===== src/rtl/snake_motion_core.sv =====
// snake_motion_core: segment store, direction, lives and length for one snake.
// Each accepted step runs CALC -> SCAN (serial self-collision check) -> COMMIT.
// The renderer reads segments through a registered port indexed from the head.
module snake_motion_core #(
   parameter int COORD_WIDTH  = 10,
   parameter int MAX_LENGTH   = 64,
   parameter int LENGTH_WIDTH = 7,
   parameter int GRID_W       = 64,
   parameter int GRID_H       = 48,
   parameter int WRAP_MODE    = 0,
   parameter int INIT_LENGTH  = 3,
   parameter int INIT_LIVES   = 3,
   parameter int START_X      = 10,
   parameter int START_Y      = 10
) (
   input  logic                    clk,
   input  logic                    reset,
   input  logic                    step,
   input  logic [1:0]              dir_in,
   input  logic                    grow,
   input  logic                    shrink,
   input  logic [LENGTH_WIDTH-1:0] rd_idx,
   output logic [COORD_WIDTH-1:0]  rd_x,
   output logic [COORD_WIDTH-1:0]  rd_y,
   output logic [COORD_WIDTH-1:0]  head_x,
   output logic [COORD_WIDTH-1:0]  head_y,
   output logic [LENGTH_WIDTH-1:0] length,
   output logic [2:0]              lives,
   output logic                    busy,
   output logic                    done,
   output logic                    collision,
   output logic                    game_over
);

   typedef enum logic [2:0] {IDLE, CALC, SCAN, COMMIT, DEAD} state_t;

   state_t                  state;
   logic [COORD_WIDTH-1:0]  body_x [MAX_LENGTH];
   logic [COORD_WIDTH-1:0]  body_y [MAX_LENGTH];
   logic [1:0]              dir;
   logic [COORD_WIDTH-1:0]  nxt_x, nxt_y;
   logic                    hit;
   logic                    grow_pend, shrink_pend;
   logic [LENGTH_WIDTH-1:0] idx;

   logic [COORD_WIDTH-1:0]  calc_x, calc_y;
   logic                    calc_wall;
   logic [COORD_WIDTH-1:0]  seg_x, seg_y, rseg_x, rseg_y;
   logic [LENGTH_WIDTH-1:0] last_idx;
   logic                    tail_live, cmp_en, scan_hit, scan_end;

   assign head_x = body_x[0];
   assign head_y = body_y[0];
   assign busy   = (state == CALC) || (state == SCAN) || (state == COMMIT);

   // Next head from the current head and direction; edges either wrap or flag a wall.
   always_comb begin
      calc_x    = body_x[0];
      calc_y    = body_y[0];
      calc_wall = 1'b0;
      case (dir)
         2'd0: if (body_y[0] == '0) begin
                  calc_y    = COORD_WIDTH'(GRID_H - 1);
                  calc_wall = (WRAP_MODE == 0);
               end else calc_y = body_y[0] - 1'b1;
         2'd1: if (body_x[0] == COORD_WIDTH'(GRID_W - 1)) begin
                  calc_x    = '0;
                  calc_wall = (WRAP_MODE == 0);
               end else calc_x = body_x[0] + 1'b1;
         2'd2: if (body_y[0] == COORD_WIDTH'(GRID_H - 1)) begin
                  calc_y    = '0;
                  calc_wall = (WRAP_MODE == 0);
               end else calc_y = body_y[0] + 1'b1;
         default: if (body_x[0] == '0) begin
                  calc_x    = COORD_WIDTH'(GRID_W - 1);
                  calc_wall = (WRAP_MODE == 0);
               end else calc_x = body_x[0] - 1'b1;
      endcase
   end

   // Segment muxes for the scan compare and the read port (full-width index match).
   always_comb begin
      seg_x  = '0;
      seg_y  = '0;
      rseg_x = '0;
      rseg_y = '0;
      for (int k = 0; k < MAX_LENGTH; k++) begin
         if (idx == LENGTH_WIDTH'(k)) begin
            seg_x = body_x[k];
            seg_y = body_y[k];
         end
         if (rd_idx == LENGTH_WIDTH'(k)) begin
            rseg_x = body_x[k];
            rseg_y = body_y[k];
         end
      end
   end

   // The tail vacates its cell on a normal move, so it only counts when it is retained.
   assign tail_live = grow_pend && (length < LENGTH_WIDTH'(MAX_LENGTH));
   assign last_idx  = length - LENGTH_WIDTH'(1);
   assign cmp_en    = (idx < length) && ((idx != last_idx) || tail_live);
   assign scan_hit  = cmp_en && (seg_x == nxt_x) && (seg_y == nxt_y);
   assign scan_end  = (idx >= last_idx);

   // Move FSM plus all snake state; every update lands on the COMMIT edge.
   always_ff @(posedge clk) begin
      if (!reset) begin
         state       <= IDLE;
         dir         <= 2'd1;
         length      <= LENGTH_WIDTH'(INIT_LENGTH);
         lives       <= 3'(INIT_LIVES);
         done        <= 1'b0;
         collision   <= 1'b0;
         game_over   <= 1'b0;
         grow_pend   <= 1'b0;
         shrink_pend <= 1'b0;
         hit         <= 1'b0;
         idx         <= '0;
         nxt_x       <= '0;
         nxt_y       <= '0;
         for (int i = 0; i < MAX_LENGTH; i++) begin
            body_x[i] <= (i < INIT_LENGTH) ? COORD_WIDTH'(START_X - i) : '0;
            body_y[i] <= (i < INIT_LENGTH) ? COORD_WIDTH'(START_Y) : '0;
         end
      end else begin
         done      <= 1'b0;
         collision <= 1'b0;
         if (state != DEAD) begin
            if (grow)   grow_pend   <= 1'b1;
            if (shrink) shrink_pend <= 1'b1;
         end
         case (state)
            IDLE: if (step) begin
               if (dir_in != (dir ^ 2'd2)) dir <= dir_in;
               state <= CALC;
            end
            CALC: begin
               nxt_x <= calc_x;
               nxt_y <= calc_y;
               hit   <= calc_wall;
               idx   <= LENGTH_WIDTH'(1);
               state <= calc_wall ? COMMIT : SCAN;
            end
            SCAN: begin
               if (scan_hit) begin
                  hit   <= 1'b1;
                  state <= COMMIT;
               end else if (scan_end) state <= COMMIT;
               else idx <= idx + LENGTH_WIDTH'(1);
            end
            COMMIT: begin
               done <= 1'b1;
               if (hit) begin
                  collision   <= 1'b1;
                  lives       <= lives - 3'd1;
                  grow_pend   <= 1'b0;
                  shrink_pend <= 1'b0;
                  if (lives <= 3'd1) begin
                     state     <= DEAD;
                     game_over <= 1'b1;
                  end else begin
                     state  <= IDLE;
                     dir    <= 2'd1;
                     length <= LENGTH_WIDTH'(INIT_LENGTH);
                     for (int i = 0; i < MAX_LENGTH; i++) begin
                        if (i < INIT_LENGTH) begin
                           body_x[i] <= COORD_WIDTH'(START_X - i);
                           body_y[i] <= COORD_WIDTH'(START_Y);
                        end
                     end
                  end
               end else begin
                  state       <= IDLE;
                  grow_pend   <= grow;
                  shrink_pend <= shrink;
                  for (int k = MAX_LENGTH - 1; k > 0; k--) begin
                     body_x[k] <= body_x[k-1];
                     body_y[k] <= body_y[k-1];
                  end
                  body_x[0] <= nxt_x;
                  body_y[0] <= nxt_y;
                  if (grow_pend && !shrink_pend) begin
                     if (length < LENGTH_WIDTH'(MAX_LENGTH)) length <= length + LENGTH_WIDTH'(1);
                  end else if (shrink_pend && !grow_pend && (length > LENGTH_WIDTH'(1))) begin
                     length <= length - LENGTH_WIDTH'(1);
                  end
               end
            end
            DEAD: begin
               grow_pend   <= 1'b0;
               shrink_pend <= 1'b0;
            end
            default: state <= IDLE;
         endcase
      end
   end

   // Registered read port; sees pre-commit contents during COMMIT.
   always_ff @(posedge clk) begin
      if (!reset) begin
         rd_x <= '0;
         rd_y <= '0;
      end else if (rd_idx < length) begin
         rd_x <= rseg_x;
         rd_y <= rseg_y;
      end else begin
         rd_x <= '0;
         rd_y <= '0;
      end
   end

endmodule


===== config.mk =====
export PLATFORM = sky130hd
export DESIGN_NAME = snake_motion_core
export DESIGN_NICKNAME = d
export VERILOG_FILES = /design/src/rtl/snake_motion_core.sv
export SDC_FILE = /design/constraint.sdc
export NUM_CORES = 2
export LEC_CHECK = 0
export ABC_AREA = 1
export BUFFER_PORTS_ARGS = -buffer_cell sky130_fd_sc_hd__buf_4
export CAP_MARGIN = 40
export CORE_AREA = 2 2 518 366
export DETAILED_ROUTE_END_ITERATION = 7
export DIE_AREA = 0 0 520 368
export PLACE_DENSITY = 0.51
export SKIP_CTS_REPAIR_TIMING = 1
export SLEW_MARGIN = 20
export SYNTH_ARGS = -nofsm -noshare
export SYNTH_HDL_FRONTEND = slang
export SYNTH_SLANG_ARGS = --single-unit

===== constraint.sdc =====
create_clock -name clk -period 41.5 [get_ports clk]
set_clock_uncertainty 0.2 [all_clocks]
set_input_delay 4.15 -clock clk [delete_from_list [all_inputs] [get_ports clk]]
set_output_delay 4.15 -clock clk [all_outputs]
set_load 0.01 [all_outputs]

==> results.toml <==
[run_status]
status = "complete, but fails checks"
violations = "design-rule violations"

[floorplanning]
row_count = 133
die_x_um = 520
core_area_um2 = 187000
start_util = 0.398
die_y_um = 368
die_area_um2 = 191000
ioPinCount = 68

[sta]
hold_viol_final = 0
fmax_mhz = 78.5
worst_pin_slew_ns = 1.02
fin_crit_ns = 12.73
rsz0062_at_grt = "no"
drv_slew = 0
relSlewSlack = 0.319
timing.setup.tns_ns = 0
setup_viol = 0
period_share = 0.307

[worst_setup_path]
cp_num_buf_inv = 4
cp_common_cell = "nand4_1"
ff2ff_path_depth = 80
r2r_slack_ns = 31.62
critPathCaptureType = "flip-flop"
max_stage_delay_ns = 0.66
crit_cells = 32
r2r_end = "idx[5]$_SDFFE_PN0P_"
critPathLaunchType = "primary input"
slowest_stage = "nor4_1"
path_max_fanout = 19
rr_startpoint = "idx[0]$_SDFFE_PN0P_"
cp.arrival_ns = 13.19
critical_path_class = "in2reg"
crit_family = "simple AND/OR/NAND/NOR gates"
worstPathRequired_ns = 41.96

[synthesis]
synth_fa_ha_area_frac = 0.00557
synth_top_family_by_area = "simple AND/OR/NAND/NOR gates"
synth-compound-area-share = 0.0724
syn-num-nets = 9508
ys_types = 47
synth.avg_cell_area_um2 = 7.84
netlist_area_um2 = 74200
yosysWarnings = 0
syn_inst = 9461
ys_ff_latch = 1348
synth-xor-area-share = 0.00307
synthMuxAreaShare = 0
yosys.area_share.simple = 0.273
ys_seq_area_frac = 0.536

[layout]
mostFrequentLayoutCell = "nand2_1"
final_util = 0.445
fin_nets = 9520
syn_to_final_growth_pct = 11.8
drive_gt1_frac = 0.0586
mostFrequentLayoutCells = "nand2_1, nor2_1, inv_1"
nFillCells = 18600

[power]
powerDensity_nw_per_um2 = 52.7
worst_ir_drop_vdd_uv = 31.0
p_leak_uw = 0.0341

[clocking]
cts.htree.levels = 4
root_buffer = "clkbuf_16"
cts_tree = "done"
cts_num_sinks = 1348
cts_buffers = 156
worstSkewPairLatency_ns = 0.81
path_clk_slew_ns = 0.06
cts_max_path_buffers = 4

[worst_hold_path]
worstHoldStart = "game_over$_SDFFE_PN0P_"
hp-class = "reg2reg"
timing.hold.worst_endpoint = "game_over$_SDFFE_PN0P_"
holdPathStages = 2

[detailed_routing]
drt-initial-drc-count = 8057
drc_errors = 16
wl_per_cell_um = 21.4
antenna_left = 0
firstDrtPassIters = 8
viasPerCell = 5.26
totalWireLength_um = 258000
vias = 63500

[place]
hpwl_um = 182000
gp_congestion = 0.899
port_buffers = 67

[global_route]
antenna_found_initial = 3
grt.overflow.total = 0
grt_pass1_vias = 59500
grt_pass1_wl_um = 386000
grt_max_degree = 193
grt_use_total = 0.264

[run]
cap_violations = 0
registers in the layout (all words and copies together) (netlist names), 2 cells and up:
name and flops:
body_x 640, body_y 640, nxt_x 10, nxt_y 10, rd_x 10, rd_y 10
idx 7, length 7, lives 3, state 3, dir 2
through the flow:
step	hold slack [ns]	cells	setup slack (ns)	cell area [um^2]	power, uW
final	0.261	12100	28.77	83000	4370
after global routing	0.283	12100	28.34	83000	4600
after CTS	0.265	12100	28.86	82800	4370
after floorplan	0.263	9461	8.57	74200	2700
after global placement	0.243	11800	27.57	77400	3010
after detailed placement	0.252	11800	28.03	78100	3020
cells in the mapped netlist, drive strengths merged:
cell type	n	area share
dfxtp	68	0.018
nand3	569	0.038
o221ai	18	0.0021
a221oi	8	0.00094
or2	18	0.0015
o21ai	346	0.023
a31oi	16	0.0013
buf	106	0.0079
nor2	1888	0.097
nand3b	7	0.00071
a211oi	8	0.00081
a22oi	1	0.00010
o21a	1	0.00010
nor3	60	0.0040
xnor2	5	0.00059
nor4	80	0.0067
a21oi	419	0.028
o31ai	1	0.00010
a311oi	1	0.00012
a21o	1	0.00010
a2111oi	19	0.0022
o22ai	72	0.0061
ha	33	0.0056
edfxtp	1280	0.52
o32ai	1	0.00012
inv	1649	0.083
nand2	2182	0.11
clkbuf	325	0.016
clkinv	34	0.0017
o211ai	21	0.0021
nand4	165	0.014
o41ai	1	0.00012
xor2	21	0.0025
a41oi	2	0.00024
a32oi	1	0.00012
o2111ai	34	0.0040
routing by layer:
layer | GRT usage | up-vias | wire length (um)
met2 | 0.362 | 2502 | 103000
met3 | 0.0400 | 272 | 21400
met4 | 0.0505 | 0 | 4760
li1 | - | 30200 | -
met5 | 0 | - | 0
met1 | 0.432 | 30500 | 129000
cell families (layout without fill, tap and decap cells):
family                     count (synthesis)  in the layout
buffers and inverters                   2114           2233
other                                      0              2
AOI/OAI and AO/OA                        971            971
DFF                                     1348           1348
adders and majority gates                 33             33
xor gates and xnor gates                  26             26
and+or+nand+nor                         4969           4969
worst max path at each step:
stage	startpoint	end	slack (ns)
floorplan	reset	body_x[10][0]$_SDFFCE_PN0P_	8.57
global placement	rd_idx[4]	rd_x[3]$_SDFF_PN0_	27.57
detailed placement	rd_idx[6]	rd_x[0]$_SDFF_PN0_	28.03
CTS	rd_idx[6]	rd_x[0]$_SDFF_PN0_	28.86
finish	rd_idx[4]	rd_y[2]$_SDFF_PN0_	28.77
global route	rd_idx[4]	rd_x[3]$_SDFF_PN0_	28.34
report_power, final:
part	total, uW	internal (uW)	leakage (uW)	switching [uW]
combinational	1280	359	0.0180	921
clock	1350	758	0.00232	587
sequential	1740	1650	0.0138	95.5
layout make-up:
class	count	area (um^2)	share of cell area
sequential	1348	39800	0.480
multi-input combinational	5999	26400	0.318
inverter	1683	6320	0.0762
clock buffer	204	4230	0.0510
tap	2497	3120	0.0377
timing repair buffer	285	2650	0.0320
clock inverter	61	469	0.00566
antenna	2	5.00	0.0000603
tightest hold or removal path, delay by kind of cell, from the launching register on:
kind,cells,cell delay (ns)
buf+inv,1,0.05
compound gates,1,0.06
flops,1,0.31
No activity file was read; power rests on OpenSTA's default activity.
